===== src/rtl/encoder_capture.sv =====
// encoder_capture: quadrature encoder front-end.
// Two-flop synchronisers and stable-count glitch filters feed an x4 decoder
// that maintains a wrapping signed position count. A fixed gate window
// measures signed counts per window. A one-cycle clear from the register
// slave zeroes position, window state and the error flag.
module encoder_capture #(
  parameter int GATE_CYCLES = 50000,
  parameter int FILT_LEN    = 4
) (
  input  logic               clk,
  input  logic               rst_n,
  input  logic               enc_a,
  input  logic               enc_b,
  input  logic               clear,
  output logic signed [31:0] step,
  output logic signed [31:0] speed,
  output logic               speed_valid,
  output logic               dir,
  output logic               err
);

  localparam int          GW        = $clog2(GATE_CYCLES);
  localparam logic [GW-1:0] GATE_LAST = GW'(GATE_CYCLES - 1);
  localparam logic [7:0]  CNT_LAST  = 8'(FILT_LEN - 1);

  // Channel bit 1 is A, bit 0 is B throughout.
  logic [1:0]        sync1_q, sync2_q;
  logic [1:0]        filt_q;
  logic [1:0][7:0]   cnt_q;
  logic [1:0]        prev_q;

  logic signed [31:0] step_q, speed_q, acc_q;
  logic [GW-1:0]      gate_q;
  logic               speed_valid_q, dir_q, err_q;

  logic [1:0]         diff_d;
  logic               up_d, dn_d, illegal_d;
  logic signed [31:0] delta_d;

  // Position of a Gray-coded {A,B} state around the forward cycle 00,10,11,01.
  function automatic logic [1:0] gray_pos(input logic [1:0] ab);
    case (ab)
      2'b00:   gray_pos = 2'd0;
      2'b10:   gray_pos = 2'd1;
      2'b11:   gray_pos = 2'd2;
      default: gray_pos = 2'd3;
    endcase
  endfunction

  // Synchronise raw pins and filter each channel independently.
  always_ff @(posedge clk or negedge rst_n) begin
    if (!rst_n) begin
      sync1_q <= '0;
      sync2_q <= '0;
      filt_q  <= '0;
      cnt_q   <= '0;
    end else begin
      sync1_q <= {enc_a, enc_b};
      sync2_q <= sync1_q;
      for (int ch = 0; ch < 2; ch++) begin
        if (sync2_q[ch] == filt_q[ch]) begin
          cnt_q[ch] <= '0;
        end else if (cnt_q[ch] == CNT_LAST) begin
          filt_q[ch] <= sync2_q[ch];
          cnt_q[ch]  <= '0;
        end else begin
          cnt_q[ch] <= cnt_q[ch] + 8'd1;
        end
      end
    end
  end

  // Decode the step between previous and current filtered state.
  always_comb begin
    diff_d    = gray_pos(filt_q) - gray_pos(prev_q);
    up_d      = (diff_d == 2'd1);
    dn_d      = (diff_d == 2'd3);
    illegal_d = (diff_d == 2'd2);
    delta_d   = up_d ? 32'sd1 : (dn_d ? -32'sd1 : 32'sd0);
  end

  // Position, direction, error and gated speed; clear overrides counting.
  always_ff @(posedge clk or negedge rst_n) begin
    if (!rst_n) begin
      prev_q        <= '0;
      step_q        <= '0;
      speed_q       <= '0;
      acc_q         <= '0;
      gate_q        <= '0;
      speed_valid_q <= 1'b0;
      dir_q         <= 1'b0;
      err_q         <= 1'b0;
    end else begin
      prev_q <= filt_q;
      if (clear) begin
        step_q        <= '0;
        acc_q         <= '0;
        gate_q        <= '0;
        err_q         <= 1'b0;
        speed_valid_q <= 1'b0;
      end else begin
        step_q <= step_q + delta_d;
        if (up_d || dn_d) dir_q <= up_d;
        if (illegal_d)    err_q <= 1'b1;
        if (gate_q == GATE_LAST) begin
          gate_q        <= '0;
          speed_q       <= acc_q + delta_d;
          acc_q         <= '0;
          speed_valid_q <= 1'b1;
        end else begin
          gate_q        <= gate_q + 1'b1;
          acc_q         <= acc_q + delta_d;
          speed_valid_q <= 1'b0;
        end
      end
    end
  end

  assign step        = step_q;
  assign speed       = speed_q;
  assign speed_valid = speed_valid_q;
  assign dir         = dir_q;
  assign err         = err_q;

endmodule


===== config.mk =====
export PLATFORM = sky130hd
export DESIGN_NAME = encoder_capture
export DESIGN_NICKNAME = d
export VERILOG_FILES = /design/src/rtl/encoder_capture.sv
export SDC_FILE = /design/constraint.sdc
export NUM_CORES = 1
export LEC_CHECK = 0
export ABC_CLOCK_PERIOD_IN_PS = 5400
export BUFFER_PORTS_ARGS = -buffer_cell sky130_fd_sc_hd__buf_2
export CAP_MARGIN = 10
export CORE_ASPECT_RATIO = 1.2
export CORE_MARGIN = 10
export CORE_UTILIZATION = 50
export DETAILED_ROUTE_END_ITERATION = 16
export GPL_TIMING_DRIVEN = 0
export PLACE_DENSITY_LB_ADDON = 0.25
export SKIP_CTS_REPAIR_TIMING = 1
export SLEW_MARGIN = 20
export SYNTH_ARGS = -nofsm -noshare
export SYNTH_HDL_FRONTEND = slang
export SYNTH_SLANG_ARGS = --single-unit

===== constraint.sdc =====
create_clock -name clk -period 5.4 [get_ports clk]
set_input_delay 0.81 -clock clk [delete_from_list [all_inputs] [get_ports clk]]
set_output_delay 0.81 -clock clk [all_outputs]
set_load 0.01 [all_outputs]

**After elaboration in Yosys (flattened, before gate mapping)**

Index checks and enable logic that the tools add are counted.

- Add/sub/neg operators: 6
- Eq/ne operators: 12
- Multiplexer cells: 17
- Bitwise logic cells: 3
- Reduce and logical (&&, ||, !) cells: 8

Operators by type and width:

| operator | number |
|---|---|
| 2-to-1 mux 32 bit | 5 |
| adder 32 bit | 2 |
| 2-to-1 mux 16 bit | 2 |
| 2-to-1 mux 8 bit | 4 |
| adder 16 x 1 -> 16 bit (second input constant) | 1 |
| adder 8 x 1 -> 8 bit (second input constant) | 2 |
| equality test 16 bit (second input constant) | 1 |
| equality test 8 x 2 -> 1 bit (second input constant) | 2 |
| equality test 2 bit (second input constant) | 6 |
| one-hot mux 2 bit (3 select lines) | 2 |
| AND reduction 2 bit | 4 |
| zero test 2 bit | 2 |
| 2-to-1 mux 1 bit | 4 |
| inverter 1 bit | 3 |
| equality test 1 bit | 2 |
| equality test 2 x 1 -> 1 bit (second input constant) | 1 |
| nonzero test 2 bit | 1 |
| subtractor 2 bit | 1 |
| logical OR 1 bit | 1 |

- Flip-flop bits (word level): 139
- Bits of input ports: 5
- Output and inout port bits: 67
- Logic and storage cells: 60

**Longest topological paths before layout**

- Word-level depth: 9
- Mapped depth: 18
- Mapped depth without buffers: 15

**Worst setup path after synthesis**

Ideal clock, no wire load.

- Path type: flip-flop to flip-flop
- From: reg filt_q[0]
- To: reg speed_q[24] (netlist: speed[24])
- Setup time: 136 ps
- Data arrival time: 3855 ps
- Required time: 5264 ps
- Path slack: 1409 ps
- Stages on the path, launching flop included: 16
- Path buffers: 3
- Clock period less this slack: 3991 ps
- Cells stage by stage: dfrtp_1 > ha_1 > ha_1 > xor3_1 > nand2_1 > buf_2 > buf_2 > buf_2 > xnor2_1 > ha_1 > nand4_1 > nor2_1 > o221ai_1 > or2_2 > a221oi_1 > o21ai_0

- Longest elaborated chain between the ends: 7
- Elaborated cells on any way between the ends: 10
- Classes of those cells: 2 x add/sub; 4 x eq/ne; 3 x mux; 1 x reduce/logical

Ends and longest elaborated chain:

| what | line | RTL |
|---|---|---|
| from (decl) | 28 | `logic [1:0] filt_q;` |
| from (signal, indexed assignment) | 64 | `filt_q[ch] <= sync2_q[ch];` |
| equality test 2 bit / zero test 2 bit (equally long branches) | 42 | `case (ab)` |
| one-hot mux 2 bit (3 select lines) * | 42 |  |
| subtractor 2 bit * | 75 | `diff_d = gray_pos(filt_q) - gray_pos(prev_q);` |
| equality test 2 bit | 77 | `dn_d = (diff_d == 2'd3);` |
| 2-to-1 mux 32 bit | 79 | `delta_d = up_d ? 32'sd1 : (dn_d ? -32'sd1 : 32'sd0);` |
| 2-to-1 mux 32 bit * | 79 |  |
| adder 32 bit * | 107 | `speed_q <= acc_q + delta_d;` |
| to (signal assigned) | 107 |  |
| to (decl) | 32 | `logic signed [31:0] step_q, speed_q, acc_q;` |

Every way passes the cells marked *; elsewhere a longest branch is shown, timed or not.
A chain may end at the register's enable or synchronous reset.

**Worst setup path after layout**

Same ends and word-level chain as after synthesis.

==> metrics.md <==
| Metric | Value |
|---|---|
| Commonest non-fill, non-tap cell in the layout | nor2_1 |
| Crit-path cells | ha_1, ha_1, xor3_1, nand2_2, buf_2, clkbuf_4, clkbuf_4, xnor2_1, ha_1, nand4_1, nor2_1, o221ai_2, or2_2, a221oi_1, o21ai_0 |
| Seq/Total Area, Yosys | 0.415 |
| Max Fanout on Critical Path | 10 |
| FF-to-FF End | speed[24] |
| RSZ-0062 raised after global routing | no |
| Kind of critical path | reg2reg |
| R2R depth | 15 |
| Worst clock skew | roughly 9.9 ps |
| Outcome | finished, final reports clean |
| Clock Sinks | 139 |
| Clk slew on worst S/H paths | ~60 ps |
| Syn_area_per_cell | 8.67 um2 |
| Crit path launch | filt_q[0] |
| Routability cong. | 0.987 |
| FILL cells | 1531 |
| Worst slew pin tran | 828 ps |
| Clock buffer depth | 2 |
| Routed length per instance | around 19 um |
| # rows | 51 |
| Tcrit/Tclk final | 0.922 |
| CP Data Required Time | 5690 ps |
| FF/Latch Area | 0.00348 mm2 |
| Total GRT Usage | 0.218 |
| CP bufs+invs | 3 |
| Antenna fix cells | 0 |
| Starting Density | 0.513 |
| Multi-input combinational cell area | between 0.004 and 0.005 mm2 |
| Syn Inst Count | 967 |
| Total I/O pin count | 72 |
| CP Depth | 15 |
| CP arrival | 5270 ps |
| Setup slack, reg-to-reg | 420 ps |
| Final Net Count | 1076 |
| First-pass GRT wire length | roughly 40 mm |
| Die area | 0.0224 mm2 |
| Via density | ~6.0 |
| CTS Buf Count | 17 |
| Largest stage delay on the critical path | just under 500 ps |
| Most frequent cells in the layout | nor2_1 (140), dfrtp_1 (139), nand2_1 (88), buf_2 (80), xnor2_1 (63) |
| Synth-to-layout area growth | 14.4% |
| Crit path to | speed[24] |
| H-Tree Depth | 4 |
| CP top delay family | simple AND/OR/NAND/NOR gates |
| Mapped cell area | 0.00838 mm2 |
| Share of flip-flops with an asynchronous set or reset | 1.00 |
| Count of flip-flops with a built-in enable after synthesis | 0 |
| Later-pin clock latency in the skew report | around 440 ps |
| DRT Wirelength | 24.6 mm |
| YS warnings | 0 |
| Critical R2R Launch | filt_q[0] |
| GR Overflow Total | 0 |
| # port buffers | 70 |
| Startpoint Class | flop |
| Finished Cell Area | 0.00959 mm2 |
| Die X-Extent | between 100 and 150 um |
| Antenna Nets Post-Route | 0 |
| Core Box Area | 0.0163 mm2 |
| Synthesized Nets | approximately 1000 |
| Slowest CP cell | xor3_1 |
| Relative slew slack | 0.448 |
| Largest net degree at the start of global routing | 72 |
| Initial antenna violation count | 0 |
| WHS | between 300 and 400 ps |
| Hold Crit Class | in2async |
| Placement Cell Area | roughly 0.0090 mm2 |
| DRT Pass-1 Iters | 6 |
| Peak Freq | 201 MHz |
| DP Wirelength | 17.8 mm |
| Height of the chip | between 150 and 200 um |
| CTS tree | done |
| Cell variety after synth | 67 |
| Number of global-route vias before repair | approximately 7500 |
| Final hold vios | 0 |
| # DRC | 0 |
| Via count | 7747 |
| Seq cells post-synth | between 100 and 150 |
| Final Slew Violations | 0 |
| Layout cells sized above 1 | 0.138 |
| Fin Setup TNS | 0 ps |
| Final setup viols | 0 |
| Starting DRT DRC Count | between 800 and 900 |
| CP most frequent cell | ha_1 |
| Period minus WS final | around 5000 ps |
| Clock root buffer | clkbuf_16 |
| Critical Path Sink Type | flop |
| Synth Flop Type | dfrtp_1 |
| Max Cap Viol | 0 |
-- state kept, by name (all words and copies together), names as in the netlist --
signal and flops:
sync1_q 2, prev_q 2, dir 1, acc_q 32
speed_valid 1, gate_q 16, cnt_q 16, err 1
filt_q 2, speed 32, sync2_q 2, step 32
-- worst min path at each step --
stage	from	end	slack, ps	cells after the start
after floorplan	sync1_q[0]	sync2_q[0]	330	0
after global placement	sync1_q[1]	sync2_q[1]	340	0
after detailed placement	sync1_q[1]	sync2_q[1]	340	0
after CTS	rst_n	speed[8]	340	1
after global routing	rst_n	speed[10]	350	1
final	rst_n	speed[8]	320	1
-- cell type report --
cell class / instances / area share
plain buffers: 67 / 0.0286
clock buffers: 21 / 0.0491
repair buffers: 71 / 0.0405
inverters: 12 / 0.00470
well taps: 212 / 0.0277
flip-flops and latches: 139 / 0.363
clock inverters: 10 / 0.00718
multi-input cells: 749 / 0.479
-- metal layers --
| layer | global-route usage | vias to the layer above | share of wire |
|---|---|---|---|
| li1 | - | 3627 | - |
| met5 | 0 | - | 0 |
| met4 | 0.110 | 0 | 0.037 |
| met3 | 0.0505 | 84 | 0.078 |
| met2 | 0.350 | 359 | 0.47 |
| met1 | 0.269 | 3677 | 0.42 |
-- cell families after synthesis --
logic type                 after synthesis  share of synthesized area
muxes                                   21                     0.0260
buffers and inverters                   79                     0.0375
DFF                                    139                      0.415
xor gates and xnor gates                97                      0.105
adders and majority gates               14                     0.0209
and+or+nand+nor                        463                      0.271
AOI/OAI and AO/OA                      154                      0.125
-- cells in the mapped netlist, drive strengths merged, types with 16 or more instances --
cell    count  area share
o21ai      54       0.032
a21oi      20       0.012
xor2       32       0.033
or2        16       0.012
dfrtp     139        0.42
nand4      23       0.017
nor3       44       0.026
nor4       19       0.014
nand2      89       0.040
xnor2      63       0.066
buf        18       0.010
nand3      51       0.030
nor2      140       0.063
clkbuf     49       0.022
and3       18       0.013
-- per-stage QoR --
step                instances  setup slack, ps   util
floorplan                 967             1410      -
global placement         1249             80.1  0.551
detailed placement       1250             49.1  0.553
CTS                      1281             41.6  0.586
global route             1281              144  0.587
finish                   1281              419  0.587
-- worst register-to-register path: stages (launching register included) --
cell	delay, ps
dfrtp_1	450
ha_1	330
ha_1	210
xor3_1	490
nand2_2	290
buf_2	340
clkbuf_4	330
clkbuf_4	310
xnor2_1	150
ha_1	280
nand4_1	250
nor2_1	230
o221ai_2	220
or2_2	340
a221oi_1	450
o21ai_0	170
Power is left out: the tool's default activity adds up to more than one toggle a clock period on the data nets, which glitch-free logic cannot reach.
